--- config.mk ---
export PLATFORM = sky130hd
export DESIGN_NAME = regfile_wb
export DESIGN_NICKNAME = d
export VERILOG_FILES = /design/src/rtl/regfile_wb.sv
export SDC_FILE = /design/constraint.sdc
export NUM_CORES = 1
export LEC_CHECK = 0
export CAP_MARGIN = 25
export CORE_ASPECT_RATIO = 2
export CORE_MARGIN = 3
export CORE_UTILIZATION = 58
export DETAILED_ROUTE_END_ITERATION = 12
export PLACE_DENSITY = 0.86
export RECOVER_POWER = 100
export SLEW_MARGIN = 20
export SYNTH_ARGS = -nofsm -noshare
export SYNTH_HDL_FRONTEND = slang
export SYNTH_SLANG_ARGS = --single-unit
--- constraint.sdc ---
create_clock -name clk -period 4.6 [get_ports clk]
set_input_delay 0.92 -clock clk [delete_from_list [all_inputs] [get_ports clk]]
set_output_delay 0.92 -clock clk [all_outputs]
set_load 0.02 [all_outputs]
--- src/rtl/regfile_wb.sv ---
// Dual-lane register-file writeback buffer: in-order FIFO draining up to two entries per cycle.
// Optional macro REGFILE_WB_BYPASS_EN enables zero-latency bypass when the FIFO is empty.
module regfile_wb #(
  parameter int DEPTH = 4
) (
  input  logic                     clk,
  input  logic                     reset,
  input  logic                     in0_valid,
  input  logic [4:0]               in0_rd,
  input  logic [31:0]              in0_data,
  input  logic                     in1_valid,
  input  logic [4:0]               in1_rd,
  input  logic [31:0]              in1_data,
  output logic                     in_ready,
  input  logic                     wb_hold,
  output logic                     we3,
  output logic [4:0]               wa3,
  output logic [31:0]              wd3,
  output logic                     we4,
  output logic [4:0]               wa4,
  output logic [31:0]              wd4,
  input  logic [4:0]               qa,
  output logic                     q_pending,
  output logic [$clog2(DEPTH):0]   count
);
  localparam int PW = $clog2(DEPTH);
  localparam int CW = PW + 1;

  logic [4:0]    mem_rd   [DEPTH];
  logic [31:0]   mem_data [DEPTH];
  logic [PW-1:0] rd_ptr_reg, wr_ptr_reg;
  logic [CW-1:0] count_reg;

  logic [PW-1:0] rd_ptr_inc, wr_ptr_second;
  logic          can_drain, bypass;
  logic          enq0, enq1;
  logic [CW-1:0] enq_ext, deq_ext;
  logic [1:0]    deq_cnt;
  logic          src0_v, src1_v;
  logic [4:0]    src0_rd, src1_rd;
  logic [31:0]   src0_data, src1_data;
  logic [DEPTH-1:0] hit;

  assign rd_ptr_inc = rd_ptr_reg + PW'(1);
  assign can_drain  = !reset && !wb_hold;

`ifdef REGFILE_WB_BYPASS_EN
  assign bypass = can_drain && (count_reg == '0);
`else
  assign bypass = 1'b0;
`endif

  assign in_ready = !reset && ((CW'(DEPTH) - count_reg) >= CW'(2));
  assign enq0     = in0_valid && in_ready && !bypass;
  assign enq1     = in1_valid && in_ready && !bypass;
  assign enq_ext  = CW'(enq0) + CW'(enq1);
  assign deq_ext  = CW'(deq_cnt);
  assign wr_ptr_second = enq0 ? wr_ptr_reg + PW'(1) : wr_ptr_reg;

  // Select the two write candidates: bypassed lanes or the FIFO head pair.
  always_comb begin
    src0_v    = 1'b0;
    src0_rd   = '0;
    src0_data = '0;
    src1_v    = 1'b0;
    src1_rd   = '0;
    src1_data = '0;
    deq_cnt   = 2'd0;
    if (bypass) begin
      src0_v    = in0_valid;
      src0_rd   = in0_rd;
      src0_data = in0_data;
      src1_v    = in1_valid;
      src1_rd   = in1_rd;
      src1_data = in1_data;
    end else if (can_drain) begin
      if (count_reg >= CW'(1)) begin
        src0_v    = 1'b1;
        src0_rd   = mem_rd[rd_ptr_reg];
        src0_data = mem_data[rd_ptr_reg];
        deq_cnt   = 2'd1;
      end
      if (count_reg >= CW'(2)) begin
        src1_v    = 1'b1;
        src1_rd   = mem_rd[rd_ptr_inc];
        src1_data = mem_data[rd_ptr_inc];
        deq_cnt   = 2'd2;
      end
    end
  end

  // Older write is suppressed when the younger one targets the same register.
  assign we3 = src0_v && (src0_rd != '0) && !(src1_v && (src1_rd == src0_rd));
  assign we4 = src1_v && (src1_rd != '0);
  assign wa3 = we3 ? src0_rd   : '0;
  assign wd3 = we3 ? src0_data : '0;
  assign wa4 = we4 ? src1_rd   : '0;
  assign wd4 = we4 ? src1_data : '0;

  always_ff @(posedge clk) begin
    if (enq0) begin
      mem_rd[wr_ptr_reg]   <= in0_rd;
      mem_data[wr_ptr_reg] <= in0_data;
    end
    if (enq1) begin
      mem_rd[wr_ptr_second]   <= in1_rd;
      mem_data[wr_ptr_second] <= in1_data;
    end
  end

  always_ff @(posedge clk) begin
    if (reset) begin
      rd_ptr_reg <= '0;
      wr_ptr_reg <= '0;
      count_reg  <= '0;
    end else begin
      wr_ptr_reg <= wr_ptr_reg + PW'(enq_ext);
      rd_ptr_reg <= rd_ptr_reg + PW'(deq_cnt);
      count_reg  <= count_reg + enq_ext - deq_ext;
    end
  end

  // An entry is live when its distance from the head is below count.
  for (genvar gi = 0; gi < DEPTH; gi++) begin : g_hit
    logic [PW-1:0] age;
    assign age     = PW'(gi) - rd_ptr_reg;
    assign hit[gi] = ({1'b0, age} < count_reg) && (mem_rd[gi] == qa);
  end

  assign q_pending = !reset && (qa != '0) && (|hit);
  assign count     = count_reg;
endmodule

==> qor.csv, run 1 <==
stage,metric,value,unit
cells_and_area,fillers,1027,
detailed_routing,drt_iter0_drc,494,
synth,postSynthAreaPerCell,15.0,µm²
detailed_routing,first_pass_iters,5,
power_and_ir_drop,pwr-share-seq,38.3,%
sta,setup_tns,0,ns
synth,synth-simple-area-share,7.63,%
sta,relSlewSlack,-24.5,%
sta,clock_skew,0.00530,ns
cells_and_area,drive_gt1_share,33.6,%
detailed_routing,wire_per_inst,26.2,µm
synth,synth-compound-area-share,1.43,%
cts,cts.sinks,155,
outcome,outcome,finished with violations,
place,dpl.hpwl,17.9,mm
global_routing,first_global_vias,7284,
power_and_ir_drop,power_frac_comb,34.3,%
power_and_ir_drop,clockPowerShare,27.3,%
detailed_routing,vias_per_cell,6.48,
worst_setup_path,crit_path_top_delay_cell,dlygate4sd3_1,
worst_setup_path,worstSetupEndpointType,output port,
sta,rsz0062_at_grt,no,
worst_setup_path,r2r_end,mem_data[2][19],
worst_setup_path,reg2reg_depth,7,
cells_and_area,areaGrowthSynthToFinish,25.5,%
cells_and_area,regArea,4590,µm²
power_and_ir_drop,ir_drop,375,µV
global_routing,grt_start_max_net_pins,38,
worst_hold_path,worstHoldPathCells,2,
floorplan,io_pins,165,
worst_setup_path,critPathMaxFanout,23,
power_and_ir_drop,switching_power,0.00162,W
cells_and_area,nets,908,
floorplan,row_count,66,
synth,synth-xor-area-share,3.24,%
global_routing,globalRouteOverflowTotal,0,
worst_setup_path,critPathRequiredTime,3.68,ns
sta,tightest_slew,1.85,ns
cts,clock_latency,0.42,ns
sta,fmax,0.222,GHz
detailed_routing,drcViolationCount,0,
worst_setup_path,cp_cell_sequence,"buf_4, mux4_2, or4_4, o21ai_4, nor3b_1, dlygate4sd3_1",
floorplan,core_area,16400,µm²
sta,fin_crit,4.50,ns
detailed_routing,ant_nets,0,
synth,yosys_register_bits,155,
floorplan,dieArea,18500,µm²
synth,synthTopCellsByArea,"edfxtp_1 46%, mux2_2 17%, mux4_2 17%, nor3b_1 2.5%, nor2b_1 2.3%",
worst_hold_path,min_to,count[2],
sta,hold_viol,0,
cts,cts_root_buf,clkbuf_16,
power_and_ir_drop,p_leak,4.15,nW
detailed_routing,wirelength,26.8,mm
cells_and_area,post-route-util,74.8,%
place,place_congestion,0.885,
outcome,violations,"capacitance limit, slew limit",
floorplan,initial_core_util,59.6,%
cells_and_area,multi_input_area,4870,µm²
worst_setup_path,critPathMaxStageDelay,0.68,ns
cts,clk_path_buf_depth,2,
floorplan,die_w,97.6,µm
cells_and_area,layout.cells.non_filler,1023,
worst_setup_path,start_kind,register,
worst_setup_path,r2r_slack,0.18,ns
place,dp.cells,987,
synth,yosys.area_share.adder,2.47,%
cts,clkTransAtPathRegs,0.06,ns
power_and_ir_drop,intPower,0.00375,W
job,drv_cap,1,
sta,timing.final.crit_share,97.9,%
synth,synth_top_area_cell,edfxtp_1,
cells_and_area,largest_reg_flops,128,
sta,setup_viol_count_final,0,
power_and_ir_drop,p_per_area,439,nW/µm²
synth,syn_inst,650,
worst_hold_path,hp-class,reg -> reg,
synth,seq_area_frac_synth,47.1,%
sta,final_max_slew_viol_count,17,
global_routing,grt_pass1_wl,41.1,mm
floorplan,die_h,189,µm
synth,synth_mux_area_share,34.8,%
cts,cts_made_buffers,17,
synth,netlist.area_leader.share,45.6,%
power_and_ir_drop,swShare,30.2,%
cts,cts_tree,yes,
synth,synth_top_family_by_area,multiplexers,
synth,yosysWarnings,0,
global_routing,antenna_found_initial,3,
cts,hold_buffers,0,
synth,yosys.cell_types.count,34,
synth,syn_nets,752,
global_routing,grt_usage,29.3,%
detailed_routing,vias,6627,
place,portBuffers,164,
cts,cts.htree.levels,4,
worst_hold_path,min_from,count[2],
worst_setup_path,r2r_start,wr_ptr_reg[0],
worst_setup_path,cp.arrival,3.58,ns
worst_setup_path,worstSetupPathType,reg -> out,
power_and_ir_drop,power,0.00537,W
synth,synthesis.area,9740,µm²
## metal layers
| metal | track usage (%) | vias up | share of wire [%] |
|---|---|---|---|
| met1 | 31.4 | 3344 | 32 |
| met3 | 5.38 | 69 | 7.1 |
| met2 | 53.7 | 360 | 56 |
| met4 | 15.9 | 0 | 4.7 |
| met5 | 0 | - | 0 |
| li1 | - | 2854 | - |
## layout make-up
type	count	area share, %
Multi-Input combinational cell	431	39.9
Sequential cell	155	37.6
Timing Repair Buffer	188	15.1
Clock buffer	20	3.57
Tap cell	204	2.09
Clock inverter	9	1.41
Inverter	13	0.399
Antenna cell	3	0.0614
## power groups by stage
stage                     clock [W]  combinational (W)  sequential [W]
after floorplan                   0            0.00125         0.00200
after global placement            0            0.00181         0.00203
after detailed placement          0            0.00185         0.00206
after CTS                   0.00148            0.00189         0.00205
after global routing        0.00153            0.00195         0.00208
final                       0.00147            0.00184         0.00206
## layout by cell type, fill, tap and decap left out, drive strengths merged
cell,instances
xnor2,25
edfxtp,148
bufinv,5
nor3,9
mux4,74
dfxtp,7
or4,3
o2111ai,5
buf,12
nand2,20
nor2b,36
mux2i,6
o21ai,4
a21o,2
dlygate4sd3,61
a21oi,7
and3,1
nor2,20
o31a,1
clkdlybuf4s50,103
o22ai,1
and2,6
fa,2
nand2b,1
xor2,11
mux2,148
nor4,1
ha,16
clkbuf,32
inv,13
nor3b,32
diode,3
clkinv,4
## timing repair
action / CTS / global route
buffers inserted: 0 / 2
endpoints found under the setup margin: 34 / 4
pin swaps: 1 / 1
gates resized for setup: 2 / 1
gates cloned: 1 / 0
## cells in the mapped netlist (all sizes together)
| library cell | count |
|---|---|
| ha | 16 |
| nand2b | 1 |
| clkbuf | 12 |
| xnor2 | 25 |
| a21oi | 7 |
| dfxtp | 7 |
| a21o | 2 |
| o21ai | 3 |
| nor4 | 1 |
| mux2i | 6 |
| and2 | 6 |
| o22ai | 1 |
| nor2 | 20 |
| or4 | 3 |
| o2111ai | 5 |
| edfxtp | 148 |
| xor2 | 11 |
| inv | 13 |
| nor2b | 36 |
| o31a | 1 |
| buf | 40 |
| fa | 2 |
| nor3 | 9 |
| mux4 | 74 |
| nor3b | 32 |
| mux2 | 148 |
| nand2 | 20 |
| and3 | 1 |
## per-stage QoR
stage | hold slack [ns] | cell area (µm²) | setup slack, ns
detailed placement | 0.690 | 11600 | 0.233
global route | 0.721 | 12200 | 0.00509
global placement | 0.668 | 11600 | 0.281
floorplan | 0.614 | 9740 | 0.908
CTS | 0.703 | 12200 | 0.0244
finish | 0.697 | 12200 | 0.0963
## cells by family (layout without fill, tap and decap cells)
| logic type | after synthesis | in the layout |
|---|---|---|
| mux | 228 | 228 |
| flops | 155 | 155 |
| simple gates | 129 | 129 |
| buf+inv | 65 | 230 |
| xor+xnor | 36 | 36 |
| compound gates | 19 | 20 |
| fa+ha+maj | 18 | 18 |
| other cells | 0 | 3 |
## worst max-delay path by stage
| stage | startpoint | depth (start not counted) | endpoint |
|---|---|---|---|
| floorplan | rd_ptr_reg[0] | 12 | q_pending |
| global placement | reset | 6 | wd3[4] |
| detailed placement | reset | 6 | wd3[4] |
| CTS | rd_ptr_reg[1] | 5 | wd4[12] |
| global route | rd_ptr_reg[0] | 6 | we3 |
| finish | rd_ptr_reg[0] | 6 | wd3[1] |
## critical path, delay by kind of cell (launching register included)
kind / cells / cell delay [ns]
AOI/OAI and AO/OA: 1 / 0.60
DFF: 1 / 0.46
buffers and inverters: 2 / 1.05
and+or+nand+nor: 2 / 0.65
muxes: 1 / 0.40
Power figures use the tool's default switching activity.
==> inputs of run 2 (changes only) <==
--- a/config.mk
+++ b/config.mk
@@ -5,12 +5,13 @@
 export SDC_FILE = /design/constraint.sdc
 export NUM_CORES = 1
 export LEC_CHECK = 0
+export ABC_AREA = 1
 export CAP_MARGIN = 25
 export CORE_ASPECT_RATIO = 2
 export CORE_MARGIN = 3
-export CORE_UTILIZATION = 58
+export CORE_UTILIZATION = 59
 export DETAILED_ROUTE_END_ITERATION = 12
-export PLACE_DENSITY = 0.86
+export PLACE_DENSITY = 0.87
 export RECOVER_POWER = 100
 export SLEW_MARGIN = 20
 export SYNTH_ARGS = -nofsm -noshare
==> run 2 against run 1 <==
- the flow still finishes with violations (capacitance limit, slew limit)
- critical path depth increased by 4
- design area increased by 2.4%
- via count increased by 59%
- largest cell class unchanged
- worst setup slack improved by 0.13 ns
- clock skew increased by 0.0057 ns
- fmax increased by 3.0%
- critical path type is now in -> reg
==> qor.csv, run 2 <==
stage,metric,value,unit,change
outcome,outcome,finished with violations,,unchanged
outcome,violations,"capacitance limit, slew limit",,unchanged
floorplan,dieArea,19100,µm²,"was 18,500 µm²"
place,dpl_cell_area,12000,µm²,"was 11,600 µm²"
cts,cts_resized,0,,was 2
worst_hold_path,hp-class,reg -> reg,,unchanged
sta,timing.final.crit_share,95.0,%,was 97.9%
power_and_ir_drop,p_per_area,566,nW/µm²,was 439 nW/µm²
synth,yosys.cell_types.count,37,,was 34
power_and_ir_drop,p_leak,5.50,nW,was 4.15 nW
synth,netlist.area_leader.share,43.3,%,was 45.6%
global_routing,grt_pass1_wl,51.7,mm,was 41.1 mm
place,place_congestion,0.977,,was 0.885
synth,yosys_register_bits,155,,unchanged
worst_setup_path,r2r_start,count[0],,was wr_ptr_reg[0]
floorplan,die_w,99.2,µm,was 97.6 µm
worst_setup_path,cp_cell_sequence,"clkdlybuf4s50_1, inv_1, nand2_1, inv_1, nand2_1, o21ai_2, nand3_2, clkbuf_2, nand2_1, buf_6",,"was buf_4, mux4_2, or4_4, o21ai_4, nor3b_1, dlygate4sd3_1"
synth,seq_area_frac_synth,44.7,%,was 47.1%
worst_setup_path,r2r_slack,0.44,ns,was 0.18 ns
sta,relSlewSlack,-1.13,%,was -24.5%
place,portBuffers,164,,unchanged
detailed_routing,vias_per_cell,6.50,,was 6.48
cts,cts_tree,yes,,unchanged
sta,clock_skew,0.0110,ns,was 0.00530 ns
floorplan,die_h,192,µm,was 189 µm
cells_and_area,areaGrowthSynthToFinish,22.0,%,was 25.5%
cts,hold_buffers,0,,unchanged
worst_hold_path,min_to,count[2],,unchanged
cts,cts_made_buffers,17,,unchanged
global_routing,grt_usage,34.7,%,was 29.3%
synth,synth_top_area_cell,edfxtp_1,,unchanged
worst_setup_path,critPathMaxStageDelay,1.12,ns,was 0.68 ns
synth,synth_edf_count,148,,unchanged
cts,clkTransAtPathRegs,0.06,ns,about the same
worst_setup_path,r2r_end,mem_data[1][30],,was mem_data[2][19]
worst_setup_path,crit_top_cell,nand2_1,,
cts,clk_path_buf_depth,2,,unchanged
synth,yosysWarnings,0,,unchanged
worst_hold_path,min_from,count[2],,unchanged
worst_setup_path,start_kind,input pin,,was register
global_routing,first_global_vias,10300,,"was 7,284"
cells_and_area,nets,1499,,was 908
cts,cts.htree.levels,4,,unchanged
power_and_ir_drop,power,0.00708,W,was 0.00537 W
synth,synthesis.area,10300,µm²,was 9740 µm²
cells_and_area,drive_gt1_share,7.59,%,was 33.6%
sta,final_max_slew_viol_count,19,,was 17
floorplan,core_area,16900,µm²,"was 16,400 µm²"
global_routing,grt_start_max_net_pins,153,,was 38
worst_hold_path,worstHoldPathCells,2,,unchanged
worst_setup_path,critPathMaxFanout,29,,was 23
cts,cts_root_buf,clkbuf_16,,unchanged
cells_and_area,fin_area,12500,µm²,"was 12,200 µm²"
detailed_routing,vias,10500,,"was 6,627"
sta,hold_viol,0,,unchanged
worst_setup_path,cp_top_family,buffers and inverters,,unchanged
floorplan,io_pins,165,,unchanged
worst_setup_path,critPathBufInv,5,,was 2
floorplan,initial_core_util,60.6,%,was 59.6%
worst_setup_path,critPathRequiredTime,4.69,ns,was 3.68 ns
synth,postSynthAreaPerCell,8.01,µm²,was 15.0 µm²
synth,syn_inst,1281,,was 650
detailed_routing,drt_iter0_drc,1158,,was 494
synth,async_flop_share,0,%,unchanged
cells_and_area,layout_commonest_cell,nand2_1,,was edfxtp_1
sta,setup_viol_count_final,0,,unchanged
worst_setup_path,reg2reg_depth,12,,was 7
place,dpl.hpwl,21.6,mm,was 17.9 mm
job,drv_cap,1,,unchanged
cells_and_area,n_antenna_cell,0,,was 3
power_and_ir_drop,ir_drop,365,µV,was 375 µV
cts,cts.sinks,155,,unchanged
detailed_routing,drcViolationCount,0,,unchanged
cts,postCtsSetupRepairBufs,0,,unchanged
sta,rsz0062_at_grt,no,,unchanged
cells_and_area,largest_reg_flops,128,,unchanged
worst_setup_path,crit_path_top_delay_cell,o21ai_2,,was dlygate4sd3_1
sta,fmax,0.229,GHz,was 0.222 GHz
worst_setup_path,cp.arrival,4.47,ns,was 3.58 ns
sta,tightest_slew,1.51,ns,was 1.85 ns
synth,synth_flop_cell,edfxtp_1,,unchanged
detailed_routing,wire_per_inst,20.6,µm,was 26.2 µm
synth,post-synth-top-count-cell,nand2_1,,
detailed_routing,wirelength,33.3,mm,was 26.8 mm
cts,clock_latency,0.44,ns,was 0.42 ns
detailed_routing,ant_nets,0,,unchanged
synth,synthTopCellsByArea,"edfxtp_1 43%, nand2_1 16%, nand4_1 9.3%, a221oi_1 5.3%, inv_1 3.6%",,"was edfxtp_1 46%, mux2_2 17%, mux4_2 17%, nor3b_1 2.5%, nor2b_1 2.3%"
floorplan,row_count,67,,was 66
worst_setup_path,worstSetupPathType,in -> reg,,was reg -> out
worst_setup_path,worstSetupEndpointType,register,,was output port
cells_and_area,layout_common_cells,"425 x nand2_1, 153 x nand4_1, 148 x edfxtp_1",,"was 148 x edfxtp_1, 144 x mux2_2, 103 x clkdlybuf4s50_1"
global_routing,antenna_found_initial,0,,was 3
synth,synth_common_cells,"428 x nand2_1, 153 x nand4_1, 148 x edfxtp_1",,"was 148 x edfxtp_1, 148 x mux2_2, 74 x mux4_2"
global_routing,globalRouteOverflowTotal,0,,unchanged
sta,setup_tns,0,ns,unchanged
detailed_routing,first_pass_iters,6,,was 5
sta,fin_crit,4.37,ns,was 4.50 ns
synth,syn_nets,1383,,was 752
[run 2: changes by cell type after synthesis, sizes merged, moves of 25 or more]
cell and delta:
nand2 +414, nand4 +153, mux2 -148, inv +93, nor2 +88, mux4 -74, a221oi +62, o22ai +40
nor2b -36, nor3b -32, o21ai +31, buf +29, nand3 +26, clkbuf +25
[run 2: routing by layer]
layer  share of wire [%]  vias up  global-route usage, %
li1                    -     4713                      -
met1                  31     4823                   36.4
met2                  53      770                   61.4
met3                 9.8      208                   6.26
met4                 6.8        0                   24.5
met5                   0        -                      0
[run 2: layout make-up]
class                           count  area [µm²]
Sequential cell                   155        4580
Fill cell                        1229        4420
Timing Repair Buffer              203        1940
Tap cell                          207         259
Multi-Input combinational cell    914        4750
Inverter                          106         400
Clock inverter                     12         100
Clock buffer                       20         478
[run 2: worst max-delay path by stage]
stage	slack [ns]	depth (start not counted)	to	start
6_report	0.23	10	mem_data[1][30]	reset
5_1_grt	0.08	9	mem_data[0][4]	reset
4_1_cts	0.31	13	wd3[18]	reset
3_5_place_dp	0.32	13	wd3[18]	reset
3_3_place_gp	0.41	13	wd3[18]	reset
2_1_floorplan	1.29	15	count[2]	count[1]
[run 2: where the power goes]
group / internal, W / leakage [nW] / switching (W)
clock network: 0.000767 / 0.288 / 0.000610
registers: 0.00192 / 1.41 / 0.000147
logic: 0.00115 / 3.80 / 0.00250
[run 2: cells by family (layout without fill, tap and decap cells)]
family | after synthesis | in the layout | share of synthesized area (%)
simple gates | 724 | 724 | 31.3
buf+inv | 212 | 341 | 9.45
flops | 155 | 155 | 44.7
compound gates | 153 | 153 | 10.4
xor+xnor | 19 | 19 | 1.77
fa+ha+maj | 18 | 18 | 2.34
[run 2: through the flow]
stage          cells  util (%)  hold WS [ns]  setup slack, ns
3_3_place_gp    1585      70.9         0.660            0.411
2_1_floorplan   1281         -         0.577             1.29
6_report        1617      73.9         0.701            0.229
4_1_cts         1617      74.3         0.686            0.307
5_1_grt         1617      73.9         0.696           0.0804
3_5_place_dp    1585      70.9         0.678            0.322
[run 2: worst reg2reg max path, delay by kind of cell (launching register included)]
kind,cells,cell delay (ns)
flops,1,0.53
fa+ha+maj,1,0.30
buf+inv,4,1.00
simple gates,6,0.86
compound gates,1,1.12
